File: src/rtl/alsu_issue_seq.sv
// Issue sequencer in front of the ALSU: queues commands, drives the ALSU ports,
// tracks the fixed ALSU latency and buffers results under a credit limit.
module alsu_issue_seq #(
    parameter int CMD_DEPTH = 4,
    parameter int RES_DEPTH = 4,
    parameter int LAT       = 2
) (
    input  logic              clk,
    input  logic              rst_n,
    input  logic              in_valid_i,
    output logic              in_ready_o,
    input  logic signed [2:0] in_A_i,
    input  logic signed [2:0] in_B_i,
    input  logic [2:0]        in_opcode_i,
    input  logic              in_cin_i,
    input  logic              in_serial_in_i,
    input  logic              in_direction_i,
    input  logic              in_red_op_A_i,
    input  logic              in_red_op_B_i,
    input  logic              in_bypass_A_i,
    input  logic              in_bypass_B_i,
    output logic signed [2:0] A_o,
    output logic signed [2:0] B_o,
    output logic [2:0]        opcode_o,
    output logic              cin_o,
    output logic              serial_in_o,
    output logic              direction_o,
    output logic              red_op_A_o,
    output logic              red_op_B_o,
    output logic              bypass_A_o,
    output logic              bypass_B_o,
    input  logic [5:0]        alsu_out_i,
    output logic              res_valid_o,
    input  logic              res_ready_i,
    output logic [5:0]        res_out_o,
    output logic              res_invalid_o,
    output logic              busy_o
);

    localparam int CPW = $clog2(CMD_DEPTH);
    localparam int CCW = CPW + 1;
    localparam int RPW = $clog2(RES_DEPTH);
    localparam int RCW = RPW + 1;
    localparam int CRW = $clog2(RES_DEPTH + 1);

    typedef struct packed {
        logic [2:0] a;
        logic [2:0] b;
        logic [2:0] opcode;
        logic       cin;
        logic       serialIn;
        logic       direction;
        logic       redOpA;
        logic       redOpB;
        logic       bypassA;
        logic       bypassB;
    } cmd_t;

    cmd_t             cmdMem_q [CMD_DEPTH];
    logic [CPW-1:0]   cmdWr_q, cmdRd_q;
    logic [CCW-1:0]   cmdCnt_q, cmdCnt_d;
    logic             rdyEn_q;
    cmd_t             port_q;
    logic [1:0]       tag_q [LAT+1];
    logic [6:0]       resMem_q [RES_DEPTH];
    logic [RPW-1:0]   resWr_q, resRd_q;
    logic [RCW-1:0]   resCnt_q, resCnt_d;
    logic [CRW-1:0]   cred_q, cred_d;

    cmd_t inCmd, cmdHead;
    logic cmdEmpty, cmdFull, resEmpty;
    logic push, issue, resPop, capture, headInv;

    assign inCmd = '{a: in_A_i, b: in_B_i, opcode: in_opcode_i, cin: in_cin_i,
                     serialIn: in_serial_in_i, direction: in_direction_i,
                     redOpA: in_red_op_A_i, redOpB: in_red_op_B_i,
                     bypassA: in_bypass_A_i, bypassB: in_bypass_B_i};

    assign cmdHead  = cmdMem_q[cmdRd_q];
    assign cmdEmpty = (cmdCnt_q == '0);
    assign cmdFull  = (cmdCnt_q == CCW'(CMD_DEPTH));
    assign resEmpty = (resCnt_q == '0);
    assign resPop   = !resEmpty && res_ready_i;
    // A pop frees a credit on the same edge, so issue may proceed at the limit.
    assign issue    = !cmdEmpty && ((cred_q < CRW'(RES_DEPTH)) || resPop);
    assign in_ready_o = rdyEn_q && (!cmdFull || issue);
    assign push     = in_valid_i && in_ready_o;
    assign capture  = tag_q[LAT][1];
    assign headInv  = ((cmdHead.redOpA | cmdHead.redOpB) & (cmdHead.opcode[1] | cmdHead.opcode[2]))
                    | (cmdHead.opcode[1] & cmdHead.opcode[2]);

    always_comb begin
        cmdCnt_d = cmdCnt_q;
        resCnt_d = resCnt_q;
        cred_d   = cred_q;
        if (push && !issue)      cmdCnt_d = cmdCnt_q + CCW'(1);
        else if (!push && issue) cmdCnt_d = cmdCnt_q - CCW'(1);
        if (capture && !resPop)      resCnt_d = resCnt_q + RCW'(1);
        else if (!capture && resPop) resCnt_d = resCnt_q - RCW'(1);
        if (issue && !resPop)      cred_d = cred_q + CRW'(1);
        else if (!issue && resPop) cred_d = cred_q - CRW'(1);
    end

    always_ff @(posedge clk) begin
        if (push) cmdMem_q[cmdWr_q] <= inCmd;
        if (capture) resMem_q[resWr_q] <= {tag_q[LAT][0], alsu_out_i};
    end

    always_ff @(posedge clk or negedge rst_n) begin
        if (!rst_n) begin
            cmdWr_q  <= '0;
            cmdRd_q  <= '0;
            cmdCnt_q <= '0;
            rdyEn_q  <= 1'b0;
            resWr_q  <= '0;
            resRd_q  <= '0;
            resCnt_q <= '0;
            cred_q   <= '0;
            port_q   <= '0;
        end else begin
            rdyEn_q  <= 1'b1;
            cmdCnt_q <= cmdCnt_d;
            resCnt_q <= resCnt_d;
            cred_q   <= cred_d;
            if (push)    cmdWr_q <= cmdWr_q + CPW'(1);
            if (issue)   cmdRd_q <= cmdRd_q + CPW'(1);
            if (capture) resWr_q <= resWr_q + RPW'(1);
            if (resPop)  resRd_q <= resRd_q + RPW'(1);
            // Idle edges drive all-zero ports so the ALSU output settles at 0.
            port_q <= issue ? cmdHead : '0;
        end
    end

    // Stage 0 lines up with the port registers; stage LAT with a valid alsu_out.
    always_ff @(posedge clk or negedge rst_n) begin
        if (!rst_n) begin
            for (int i = 0; i <= LAT; i++) tag_q[i] <= 2'b00;
        end else begin
            tag_q[0] <= {issue, issue & headInv};
            for (int i = 1; i <= LAT; i++) tag_q[i] <= tag_q[i-1];
        end
    end

    assign A_o         = port_q.a;
    assign B_o         = port_q.b;
    assign opcode_o    = port_q.opcode;
    assign cin_o       = port_q.cin;
    assign serial_in_o = port_q.serialIn;
    assign direction_o = port_q.direction;
    assign red_op_A_o  = port_q.redOpA;
    assign red_op_B_o  = port_q.redOpB;
    assign bypass_A_o  = port_q.bypassA;
    assign bypass_B_o  = port_q.bypassB;

    assign res_valid_o = !resEmpty;
    assign {res_invalid_o, res_out_o} = resEmpty ? 7'd0 : resMem_q[resRd_q];
    assign busy_o = !cmdEmpty || (cred_q != '0);

endmodule

File: config.mk
export PLATFORM = sky130hd
export DESIGN_NAME = alsu_issue_seq
export DESIGN_NICKNAME = d
export VERILOG_FILES = /design/src/rtl/alsu_issue_seq.sv
export SDC_FILE = /design/constraint.sdc
export NUM_CORES = 1
export LEC_CHECK = 0
export BUFFER_PORTS_ARGS = -buffer_cell sky130_fd_sc_hd__buf_4
export CAP_MARGIN = 0
export CELL_PAD_IN_SITES_DETAIL_PLACEMENT = 0
export CELL_PAD_IN_SITES_GLOBAL_PLACEMENT = 2
export CORE_ASPECT_RATIO = 0.8
export CORE_UTILIZATION = 44
export CTS_CLUSTER_SIZE = 20
export DETAILED_ROUTE_END_ITERATION = 12
export HOLD_SLACK_MARGIN = 0.12
export PLACE_DENSITY_LB_ADDON = 0.1
export SYNTH_ARGS = -nofsm -noshare
export SYNTH_HDL_FRONTEND = slang
export SYNTH_SLANG_ARGS = --single-unit
File: constraint.sdc
create_clock -name clk -period 2.73 [get_ports clk]
set_input_delay 0.273 -clock clk [delete_from_list [all_inputs] [get_ports clk]]
set_output_delay 0.273 -clock clk [all_outputs]
set_load 0.03 [all_outputs]
==> summary.txt <==
Outcome
  • Outcome: finished clean

Critical path
  • R2R Setup Slk: 400 ps
  • Startpoint types: flop
  • CP Class: flop to flop
  • Worst Path Max Fanout: 18
  • WP data arrival: 2610 ps
  • CP Data Required Time: 3020 ps
  • Critical Path Sink Type: flop

Yosys
  • FF+latch count, synth: 132
  • Syn Inst Count: 258
  • Synth warn: 0
  • Most area-consuming cells after synthesis: edfxtp_1, dfrtp_1, mux4_2
  • Register area share after synthesis: 73.7%
  • Syn_nets: 298
  • Leading area contributor after synthesis: edfxtp_1
  • Yosys top cell area share: 54.1%
  • Post-synth cell types: 31
  • Syn Area/Cell: 19.8 sq um
  • Synth Cell Area: 5100 sq um

Pwr
  • Leakage power: 2.55 nW
  • Pwr Density: 778 nW/um^2
  • Net switching power: 1.05 mW
  • Gate power share: 6.9%
  • Pwr Total: 5.09 mW
  • Clock network power share: 46.7%
  • Int Power: 4.04 mW
  • Share of power burned in registers: 46.4%
  • Peak VDD IR: 0.000409 V
  • Sw Share: 20.6%

Timing
  • Final worst setup slack: 405 ps
  • Setup TNS: 0 ps
  • Min Clock Period, post-route: 2330 ps
  • Unrepaired setup endpoints after global routing: no
  • Final setup vio count: 0
  • Final hold vios: 0
  • Slew HR: 58.4%
  • Max Slew Vio Count: 0
  • Worst Skew: 8.72 ps
  • Fmax: 430 MHz
  • Measured slew at the worst slew-check pin: 624 ps
  • Final period util: 85.2%
  • Worst Hold Margin: 301 ps

Placed design
  • DP Worst Slack: 376 ps
  • GPL Wtd Cong: 0.711
  • Dpl hpwl: 5.20 mm
  • Port buffer count: 51

Flow run
  • Max cap viols: 0

Detailed routing
  • Via Count: 2,461
  • Vias/cell: 4.84
  • # DRC: 0
  • Wirelength per Cell: 16.9 microns
  • ANT nets after route: 0
  • Post-Route WL: 8.58 mm
  • 1st-iter DRT viols: 183
  • Detailed-router iteration count before antenna repair: 4

Floorplanning
  • Num ports: 52
  • Die height: 98.3 microns
  • Area of the core: 11,100 sq um
  • Num rows: 34
  • Initial core utilization: 46.2%
  • Chip Width: 122 microns
  • Die area: 12,000 sq um

Final layout
  • Finished Core Util: 59.1%
  • # diodes: 0
  • Fin nets: 391
  • Most frequent cells in the layout: edfxtp_1, buf_4, dfrtp_1
  • Layout cells sized above 1: 33.2%
  • Area grow syn2layout: 28.0%
  • Most common cell after layout, fill and taps aside: edfxtp_1

Global route
  • First-pass GRT wire length: 13.8 mm
  • M1 GR Usage: 22.4%
  • Met2 Track Usage GR: 24.1%
  • Largest net degree at the start of global routing: 41
  • Antenna violations before repair: 0
  • Tot GR Track Use: 16.4%
  • Grt total ovfl: 0
  • Met3 Use GR: 6.13%
  • Gr busiest metal: met2
  • Vias in the first global route: 2,584

Clock network
  • CTS tree: yes
  • Clk root buf: clkbuf_16
  • Htree depth: 4
  • Clock-pin slew on the worst setup and hold paths: 50 ps
  • Clock sinks: 132
  • Worst skew pair latency: 410 ps
  • Post-CTS resize count: 0
  • CTS Buf Count: 17
  • Clk buf depth: 2

Hold path
  • Hold Path Class: input port to flop
-- power groups by stage --
stage / clock (mW) / sequential [mW] / combinational [mW]
floorplan: 0 / 2.39 / 0.206
global placement: 0 / 2.40 / 0.330
detailed placement: 0 / 2.40 / 0.332
CTS: 2.41 / 2.36 / 0.360
global route: 2.51 / 2.38 / 0.389
finish: 2.38 / 2.36 / 0.351
-- per-stage QoR --
step                      area, sq um  std cells
after global placement           5670        453
after detailed placement         5670        453
final                            6540        508
after floorplan                  5100        258
after global routing             6540        508
after CTS                        6540        508
-- final cells by class --
type | instances | area [sq um]
fill | 881 | 4520
multi-input combinational | 107 | 1240
clock inverter | 6 | 86.3
tap | 144 | 180
clock buffer | 26 | 552
inverter | 12 | 50.0
timing repair buffer | 81 | 666
sequential | 132 | 3760
-- routing by layer --
metal	up-vias	share of wire (%)
li1	1151	-
met1	1253	48
met2	47	47
met3	10	4.0
met4	0	1.5
met5	-	0
-- repair_timing --
action                                 4_1_cts  5_1_grt
setup buffers                                0        0
endpoints found under the hold margin      128        0
setup endpoints to repair                    0        0
hold buffers                                23        0
-- worst max-delay path, stage by stage, from the launching register on --
cell	delay (ps)
dfrtp_1	420
o31a_4	410
o21ai_4	200
inv_2	180
ha_1	270
inv_1	70
fa_1	390
mux2_2	260
-- state kept, by name, indices dropped and copies added (netlist names), 3 cells and up --
signal / count
cmdCnt_q: 3
cmdMem_q: 64
B_o: 3
resMem_q: 28
resCnt_q: 3
tag_q: 5
cred_q: 3
opcode_o: 3
A_o: 3
-- synthesized netlist by cell type --
master     n
o21ai_4    1
mux2_4     1
nor2b_1    7
or4_1      1
o31a_4     1
nor2_1     5
conb_1     1
inv_6      1
mux4_2    23
o211ai_1   1
o21ai_0    1
a211oi_1   1
dfrtp_1   40
buf_2      3
inv_1     10
buf_6      3
and2_1    23
nand2_1    3
fa_1       3
a41oi_4    1
or3_1      1
clkbuf_1   1
xnor2_1    9
mux2_2     3
ha_1      11
edfxtp_1  92
xor2_1     6
and2_2     1
a41oi_1    1
nor3_1     2
inv_2      1
-- path summary, 6_finish.rpt --
check	start	end	depth (start not counted)
worst max-delay path	resCnt_q[1]$_DFFE_PN0P_	cred_q[1]$_DFFE_PN0P_	7
worst min-delay path	res_ready_i	resRd_q[0]$_DFFE_PN0P_	4
worst max register to register	resCnt_q[1]$_DFFE_PN0P_	cred_q[1]$_DFFE_PN0P_	7
worst min register to register	tag_q[4]$_DFF_PN0_	tag_q[2]$_DFF_PN0_	0
max in group asynchronous	rst_n	cred_q[2]$_DFFE_PN0P_	2
min in group asynchronous	rst_n	bypass_A_o$_DFF_PN0_	2
-- cells by family after synthesis --
group / share of synthesized area, %
xor gates and xnor gates: 2.57
and+or+nand+nor: 4.88
DFF: 73.7
AOI/OAI and AO/OA: 1.76
other: 0.0735
buffers and inverters: 2.01
muxes: 11.1
adders and majority gates: 3.87
Note: power is estimated with default switching activity, not from simulation.
